===== src/rtl/pipeline_hazard_ctrl.sv =====
// Stall/flush controller for the 5-stage pipeline with a bounded MEM_WAIT FSM.
// Optional perf counters enabled by defining HAZARD_PERF_CNT_EN.
module pipeline_hazard_ctrl #(
  parameter int REG_ADDR_LEN = 5,
  parameter int MAX_MEM_WAIT = 8
) (
  input  logic                    clk,
  input  logic                    rst_n,
  input  logic [REG_ADDR_LEN-1:0] id_rs_addr,
  input  logic [REG_ADDR_LEN-1:0] id_rt_addr,
  input  logic                    id_uses_rs,
  input  logic                    id_uses_rt,
  input  logic                    ex_mem_read_flag,
  input  logic [REG_ADDR_LEN-1:0] ex_rt_addr,
  input  logic                    ex_branch_taken,
  input  logic                    ex_jump_flag,
  input  logic                    mem_req,
  input  logic                    mem_ack,
  input  logic                    timeout_clr,
  output logic                    pc_stall,
  output logic                    if_id_stall,
  output logic                    if_id_flush,
  output logic                    id_ex_stall,
  output logic                    id_ex_flush,
  output logic                    ex_mem_stall,
  output logic                    mem_wb_bubble,
  output logic [1:0]              ctrl_state,
  output logic                    mem_timeout,
  output logic [31:0]             stall_cnt,
  output logic [31:0]             flush_cnt
);

  localparam int WCW = (MAX_MEM_WAIT > 2) ? $clog2(MAX_MEM_WAIT) : 1;
  localparam logic [WCW-1:0] WC_LAST = WCW'(MAX_MEM_WAIT - 1);

  typedef enum logic [1:0] {
    S_RUN      = 2'd0,
    S_MEM_WAIT = 2'd1,
    S_RECOVER  = 2'd2
  } state_t;

  state_t         r_state;
  logic [WCW-1:0] r_wait_cnt;
  logic           r_timeout;

  logic w_rs_hit;
  logic w_rt_hit;
  logic w_load_use;
  logic w_redirect;
  logic w_mem_miss;

  // {pc_stall, if_id_stall, if_id_flush, id_ex_stall,
  //  id_ex_flush, ex_mem_stall, mem_wb_bubble}
  logic [6:0] w_run_vec;
  logic [6:0] w_raw_vec;

  localparam logic [6:0] V_NONE   = 7'b0000000;
  localparam logic [6:0] V_FREEZE = 7'b1101011;
  localparam logic [6:0] V_REDIR  = 7'b0010100;
  localparam logic [6:0] V_LDUSE  = 7'b1100100;
  localparam logic [6:0] V_RECOV  = 7'b0010101;

  assign w_rs_hit   = id_uses_rs && (id_rs_addr == ex_rt_addr);
  assign w_rt_hit   = id_uses_rt && (id_rt_addr == ex_rt_addr);
  assign w_load_use = ex_mem_read_flag && (ex_rt_addr != '0)
                      && (w_rs_hit || w_rt_hit);
  assign w_redirect = ex_branch_taken || ex_jump_flag;
  assign w_mem_miss = mem_req && !mem_ack;

  // Decode used in RUN (after the miss check) and on the MEM_WAIT ack cycle.
  always_comb begin
    w_run_vec = V_NONE;
    if (w_redirect) begin
      w_run_vec = V_REDIR;
    end else if (w_load_use) begin
      w_run_vec = V_LDUSE;
    end
  end

  always_comb begin
    w_raw_vec = V_NONE;
    if (rst_n) begin
      case (r_state)
        S_MEM_WAIT: w_raw_vec = mem_ack ? w_run_vec : V_FREEZE;
        S_RECOVER:  w_raw_vec = V_RECOV;
        default:    w_raw_vec = w_mem_miss ? V_FREEZE : w_run_vec;
      endcase
    end
  end

  assign if_id_flush   = w_raw_vec[4];
  assign id_ex_flush   = w_raw_vec[2];
  assign pc_stall      = w_raw_vec[6];
  assign if_id_stall   = w_raw_vec[5] && !if_id_flush;
  assign id_ex_stall   = w_raw_vec[3] && !id_ex_flush;
  assign ex_mem_stall  = w_raw_vec[1];
  assign mem_wb_bubble = w_raw_vec[0];

  always_ff @(posedge clk or negedge rst_n) begin
    if (!rst_n) begin
      r_state    <= S_RUN;
      r_wait_cnt <= '0;
      r_timeout  <= 1'b0;
    end else begin
      if (timeout_clr) begin
        r_timeout <= 1'b0;
      end
      case (r_state)
        S_MEM_WAIT: begin
          if (mem_ack) begin
            r_state <= S_RUN;
          end else if (r_wait_cnt == WC_LAST) begin
            r_timeout <= 1'b1;
            r_state   <= S_RECOVER;
          end else begin
            r_wait_cnt <= r_wait_cnt + 1'b1;
          end
        end
        S_RECOVER: begin
          r_state <= S_RUN;
        end
        default: begin
          r_state <= S_RUN;
          if (w_mem_miss) begin
            r_state    <= S_MEM_WAIT;
            r_wait_cnt <= '0;
          end
        end
      endcase
    end
  end

  assign ctrl_state  = r_state;
  assign mem_timeout = r_timeout;

`ifdef HAZARD_PERF_CNT_EN
  logic [31:0] r_stall_cnt;
  logic [31:0] r_flush_cnt;
  logic        w_flush_any;

  assign w_flush_any = if_id_flush || id_ex_flush;

  always_ff @(posedge clk or negedge rst_n) begin
    if (!rst_n) begin
      r_stall_cnt <= '0;
      r_flush_cnt <= '0;
    end else begin
      if (pc_stall && (r_stall_cnt != 32'hFFFF_FFFF)) begin
        r_stall_cnt <= r_stall_cnt + 32'd1;
      end
      if (w_flush_any && (r_flush_cnt != 32'hFFFF_FFFF)) begin
        r_flush_cnt <= r_flush_cnt + 32'd1;
      end
    end
  end

  assign stall_cnt = r_stall_cnt;
  assign flush_cnt = r_flush_cnt;
`else
  assign stall_cnt = 32'd0;
  assign flush_cnt = 32'd0;
`endif

endmodule


===== config.mk =====
export PLATFORM = sky130hd
export DESIGN_NAME = pipeline_hazard_ctrl
export DESIGN_NICKNAME = d
export VERILOG_FILES = /design/src/rtl/pipeline_hazard_ctrl.sv
export SDC_FILE = /design/constraint.sdc
export NUM_CORES = 1
export LEC_CHECK = 0
export BUFFER_PORTS_ARGS = -buffer_cell sky130_fd_sc_hd__buf_2
export CAP_MARGIN = 30
export CORE_AREA = 5 5 63 65
export CTS_CLUSTER_SIZE = 16
export DETAILED_ROUTE_END_ITERATION = 6
export DIE_AREA = 0 0 68 70
export PLACE_DENSITY = 0.74
export REMOVE_ABC_BUFFERS = 1
export SKIP_LAST_GASP = 1
export SLEW_MARGIN = 40
export SYNTH_ARGS = -nofsm -noshare
export SYNTH_HDL_FRONTEND = slang
export SYNTH_SLANG_ARGS = --single-unit

===== constraint.sdc =====
create_clock -name clk -period 1.6 [get_ports clk]
set_clock_uncertainty 0.05 [all_clocks]
set_input_delay 0.24 -clock clk [delete_from_list [all_inputs] [get_ports clk]]
set_output_delay 0.24 -clock clk [all_outputs]
set_load 0.01 [all_outputs]

* After elaboration in Yosys (flattened, before gate mapping)
Cells that the tools add are included.
Widths: inputs -> output; s select.
** Word-level totals
- Bits in registers :: 6
- Input port bits :: 25
- Output and inout bits :: 74
- Logic and storage cells :: 46
** Cells by class
- Add/subtract/negate cells :: 1
- Equality and inequality tests :: 8
- Multiplexer cells :: 18
- Bitwise logic cells :: 1
- Reductions and logical operators :: 15
** Operators with widths (number)
- $mux 7 :: 5
- $pmux 7 s2 :: 1
- $eq 5x5->1 :: 2
- $mux 3 :: 3
- $logic_and 1x1->1 :: 7
- $pmux 3 s2 :: 1
- $mux 1 :: 5
- $reduce_bool 5->1 :: 1
- $mux 2 :: 2
- $ne 2x2->1 const B :: 2
- $pmux 2 s2 :: 1
- $reduce_and 4->1 :: 1
- $add 3x1->3 const B :: 1
- $eq 3x3->1 const B :: 1
- $logic_not 1->1 :: 3
- $ne 3x3->1 const B :: 1
- $eq 2x1->1 const B :: 1
- $eq 2x2->1 const B :: 1
- $logic_or 1x1->1 :: 2
- $reduce_bool 2->1 :: 1
- $not 1->1 :: 1

* Longest topological paths before layout
- Word-level depth :: 11
- Gate-level depth with buffers :: 6
- Depth with buffers taken out :: 6

* Least setup slack after synthesis
OpenSTA, ideal clock, no wires.
- Path kind :: register to output
- Start point :: register r_state[0], in the netlist ctrl_state[0]
- End point :: output if_id_stall
- Arrival :: 1522 ps
- Data required time :: 1310 ps
- Setup slack :: -212 ps
- Cell stages (with the launch flop) :: 7
- Path buffers :: 0
- Cells stage by stage :: dfrtp_1 > inv_1 > ha_1 > o21ai_0 > a21oi_1 > or2_1 > o22ai_1
** Between the ends
- Cells in the longest elaborated chain, start to end :: 5
- Elaborated cells between the ends (all ways) :: 6
- Classes of those cells :: 2 x eq/ne; 2 x mux; 2 x reduce/logical
** Ends and longest elaborated chain
- start: declaration :: line 42 : state_t r_state;
- start signal: assignment :: line 101 : r_state <= S_RUN;
- start signal: assignment :: line 111 : r_state <= S_RUN;
- start signal: assignment :: line 114 : r_state <= S_RECOVER;
- $eq 2x2->1 / $eq 2x1->1 (equally long branches) :: line 83 : case (r_state)
- $pmux 7 s2 (*) :: line 83
- $mux 7 (*) :: line 82 : if (rst_n) begin
- $logic_not 1->1 :: line 94 : assign if_id_stall = w_raw_vec[5] && !if_id_flush;
- $logic_and 1x1->1 (*) :: line 94
- end: declaration :: line 21 : output logic if_id_stall,
Every way passes the cells marked *; elsewhere a longest branch is shown, timed or not.

* Worst setup path after layout
- Start point :: register r_state[1], in the netlist ctrl_state[1]
- End point :: output if_id_stall
The elaborated chain is that of the path after synthesis.

==> metrics.md <==
| Metric | Value |
|---|---|
| Avg WL per Cell | 9.622 um |
| Clk slew on worst S/H paths | approximately 0.04 ns |
| Critical Setup Path Class | reg2out |
| N_diodes | 0 |
| Die ar. | about 4800 um2 |
| Period utilization | 122.2% |
| Worst EP required | around 1.3 ns |
| Core ar. | ~3300 um2 |
| Min Tclk post-route | a little under 2 ns |
| Synthesized instance count | around 130 |
| Cell Pwr Density | about 470 nW/um2 |
| Placed cell areas | around 1100 um2 |
| Max Cap Viol | 0 |
| Outcome | finished with violations |
| Share of cells above drive strength 1 | about a third |
| Async SR Flop Fraction | 100.0% |
| Vias in the first global route | approximately 790 |
| Final Cell Area | about 1200 um2 |
| Clock Tree Buf Depth | 2 |
| Data arrival time of the worst path | ~1.7 ns |
| Clk root buf | clkbuf_4 |
| Final ANT Viol Nets | 0 |
| Max Slew Vio Count | 0 |
| #FFs+latches synth | 6 |
| Ys flop type | dfrtp_1 |
| CTS Buf Count | 3 |
| Routability congestion estimate from global placement | between 0.7 and 0.8 |
| IO buf count | 34 |
| Failing checks | negative setup slack |
| Synth cell types | 29 |
| Number of flops mapped to enable cells by yosys | 0 |
| Initial Util | approximately a third |
| Critical path peak fanout | 6 |
| Setup Viol. Count Final | 7 |
| H-tree depth | 1 |
| DR vias | 791 |
| CP Capture Type | output port |
| Sequential cell area fraction in the yosys report | 14.44% |
| Die height | 70 um |
| WL final | 2165 um |
| GRT Util Overall | under 10% |
| Leakage Power | roughly 0.00068 uW |
| Final setup margin | -0.3556 ns |
| Total Nets Final | between 200 and 250 |
| Fmax | about 510 MHz |
| Chip width | 68 um |
| Setup TNS | -1.994 ns |
| First-pass GRT wire length | approximately 3400 um |
| YS warnings | 0 |
| DP HPWL | between 1500 and 2000 um |
| RSZ-0062 raised after global routing | true |
| DR vias/cell | 3.516 |
| DR iter-0 viols | 6 |
| IO Pins | between 90 and 100 |
| Critical path launch point type | flop |
| Final Hold Viols | 0 |
| Layout Area Growth over Synthesis | 15.40% |
| Grt ovf | 0 |
| Netlist Area Pre-Place | around 1000 um2 |
| Largest net degree at the start of global routing | 7 |
| CTS tree | done |
| Clock latency at the later pin of the worst-skew pair | approximately 0.24 ns |
| Fillers | 361 |
| Row cnt | 21 |
| Synthesized area per cell | 7.937 um2 |
| VDD IR max | about 310 uV |
| 1st-pass router iterations | 4 |
| Clk sink count | 6 |
| Tightest Hold Check Type | in2reg |
| Final core utilization | between 30% and 40% |
| Initial antenna violation count | 0 |
| DRC errors left | 0 |
| Setup WS pre-CTS | -0.2467 ns |
## layout by cell type, fill, tap and decap left out
cell / instances
and2_0: 1
o21bai_1: 1
dfrtp_1: 6
mux2i_1: 1
nor2_1: 5
nand2_1: 4
nor4_1: 1
a21oi_2: 2
a22o_1: 2
o21ai_2: 1
o211ai_1: 2
nand2_2: 1
clkbuf_4: 3
a21oi_1: 2
ha_4: 2
o22ai_1: 2
nor3_2: 1
a32oi_1: 1
dlygate4sd3_1: 1
nor4_2: 1
buf_2: 33
ha_1: 2
buf_6: 3
or2_1: 1
mux2_4: 1
nor2b_1: 1
nor3_1: 1
nand3_1: 2
buf_4: 9
inv_1: 2
nand3b_1: 1
xor2_1: 8
conb_1: 64
xnor2_1: 2
o21ai_1: 1
o21a_1: 2
nand2b_1: 3
inv_2: 3
## cell families after synthesis
| group | after synthesis | share of synthesized area, % |
|---|---|---|
| and+or+nand+nor | 23 | 11.67 |
| other | 1 | 0.3607 |
| muxes | 2 | 2.046 |
| buffers and inverters | 69 | 48.01 |
| adders and majority gates | 4 | 4.814 |
| DFF | 6 | 14.44 |
| AOI/OAI and AO/OA | 16 | 10.23 |
| xor gates and xnor gates | 10 | 8.424 |
## area by class of cell
type | instances | area (um2) | share of cell area (%)
Clock buffer | 3 | 22.52 | 1.877
Inverter | 5 | 18.77 | 1.564
Multi-Input combinational cell | 119 | 674.4 | 56.20
Sequential cell | 6 | 150.1 | 12.51
Tap cell | 46 | 57.56 | 4.797
Timing Repair Buffer | 46 | 276.5 | 23.04
## worst max-delay path, cell delays in order (launching register included)
cell	delay, ns
dfrtp_1	0.42
ha_4	0.29
o21ai_2	0.13
a21oi_2	0.07
or2_1	0.24
o22ai_1	0.14
buf_2	0.15
## sequential cells by signal, summed over array words and instances (netlist names)
signal,count
r_wait_cnt,3
mem_timeout,1
ctrl_state,2
## through the flow
stage / cells / power [uW] / hold slack [ns]
after floorplan: 130 / 313.0 / -0.1056
after global placement: 219 / 387.8 / 0.1157
after detailed placement: 219 / 392.3 / 0.1257
after CTS: 225 / 559.2 / 0.1237
after global routing: 225 / 609.9 / 0.1422
final: 225 / 559.8 / 0.1355
## metal layers
metal / vias to the layer above / GRT usage [%] / wire (um)
li1: 399 / - / -
met3: 2 / 4.006 / 404
met5: - / 0 / 0
met2: 49 / 14.88 / 1000
met4: 0 / 3.311 / 4
met1: 341 / 9.971 / 756
## power breakdown
part / total [uW] / leakage [uW] / switching [uW] / internal (uW)
logic: 252 / 0.000585 / 154 / 98.3
clock network: 139 / 0.0000138 / 54.4 / 84.8
registers: 168 / 0.0000817 / 6.86 / 161
## final timing paths
| check | slack (ns) | cells after the start | start | end |
|---|---|---|---|---|
| setup / recovery | -0.36 | 6 | ctrl_state[1] | if_id_stall |
| hold / removal | 0.14 | 2 | timeout_clr | mem_timeout |
| setup reg to reg | 0.03 | 7 | ctrl_state[0] | r_wait_cnt[0] |
| hold reg to reg | 0.47 | 1 | r_wait_cnt[2] | r_wait_cnt[2] |
| max in group asynchronous | 0.78 | 3 | rst_n | ctrl_state[0] |
| min in group asynchronous | 0.49 | 3 | rst_n | r_wait_cnt[2] |
## repair_timing
| item | in CTS | in global routing |
|---|---|---|
| endpoints found under the hold margin | 6 | 0 |
| setup endpoints to repair | 7 | 10 |
| hold buffers | 1 | 0 |
| pin swaps | 7 | 8 |
| gates resized for setup | 13 | 4 |
| buffers inserted | 2 | 0 |
## Yosys cell counts, drive strengths merged, types with 2 or more instances
cell type | n | share of area [%]
ha | 4 | 4.8
o21a | 2 | 1.4
o21ai | 2 | 0.96
a22o | 2 | 1.7
nand2b | 3 | 1.8
nand3 | 2 | 0.96
nor4 | 2 | 1.8
nor3 | 2 | 0.96
nor2 | 5 | 1.8
dfrtp | 6 | 14
a21oi | 4 | 1.9
xnor2 | 2 | 1.7
inv | 5 | 1.8
o22ai | 2 | 1.2
nand2 | 5 | 1.8
xor2 | 8 | 6.7
buf | 64 | 46
o211ai | 2 | 1.4
Note: power is estimated with default switching activity, not from simulation.
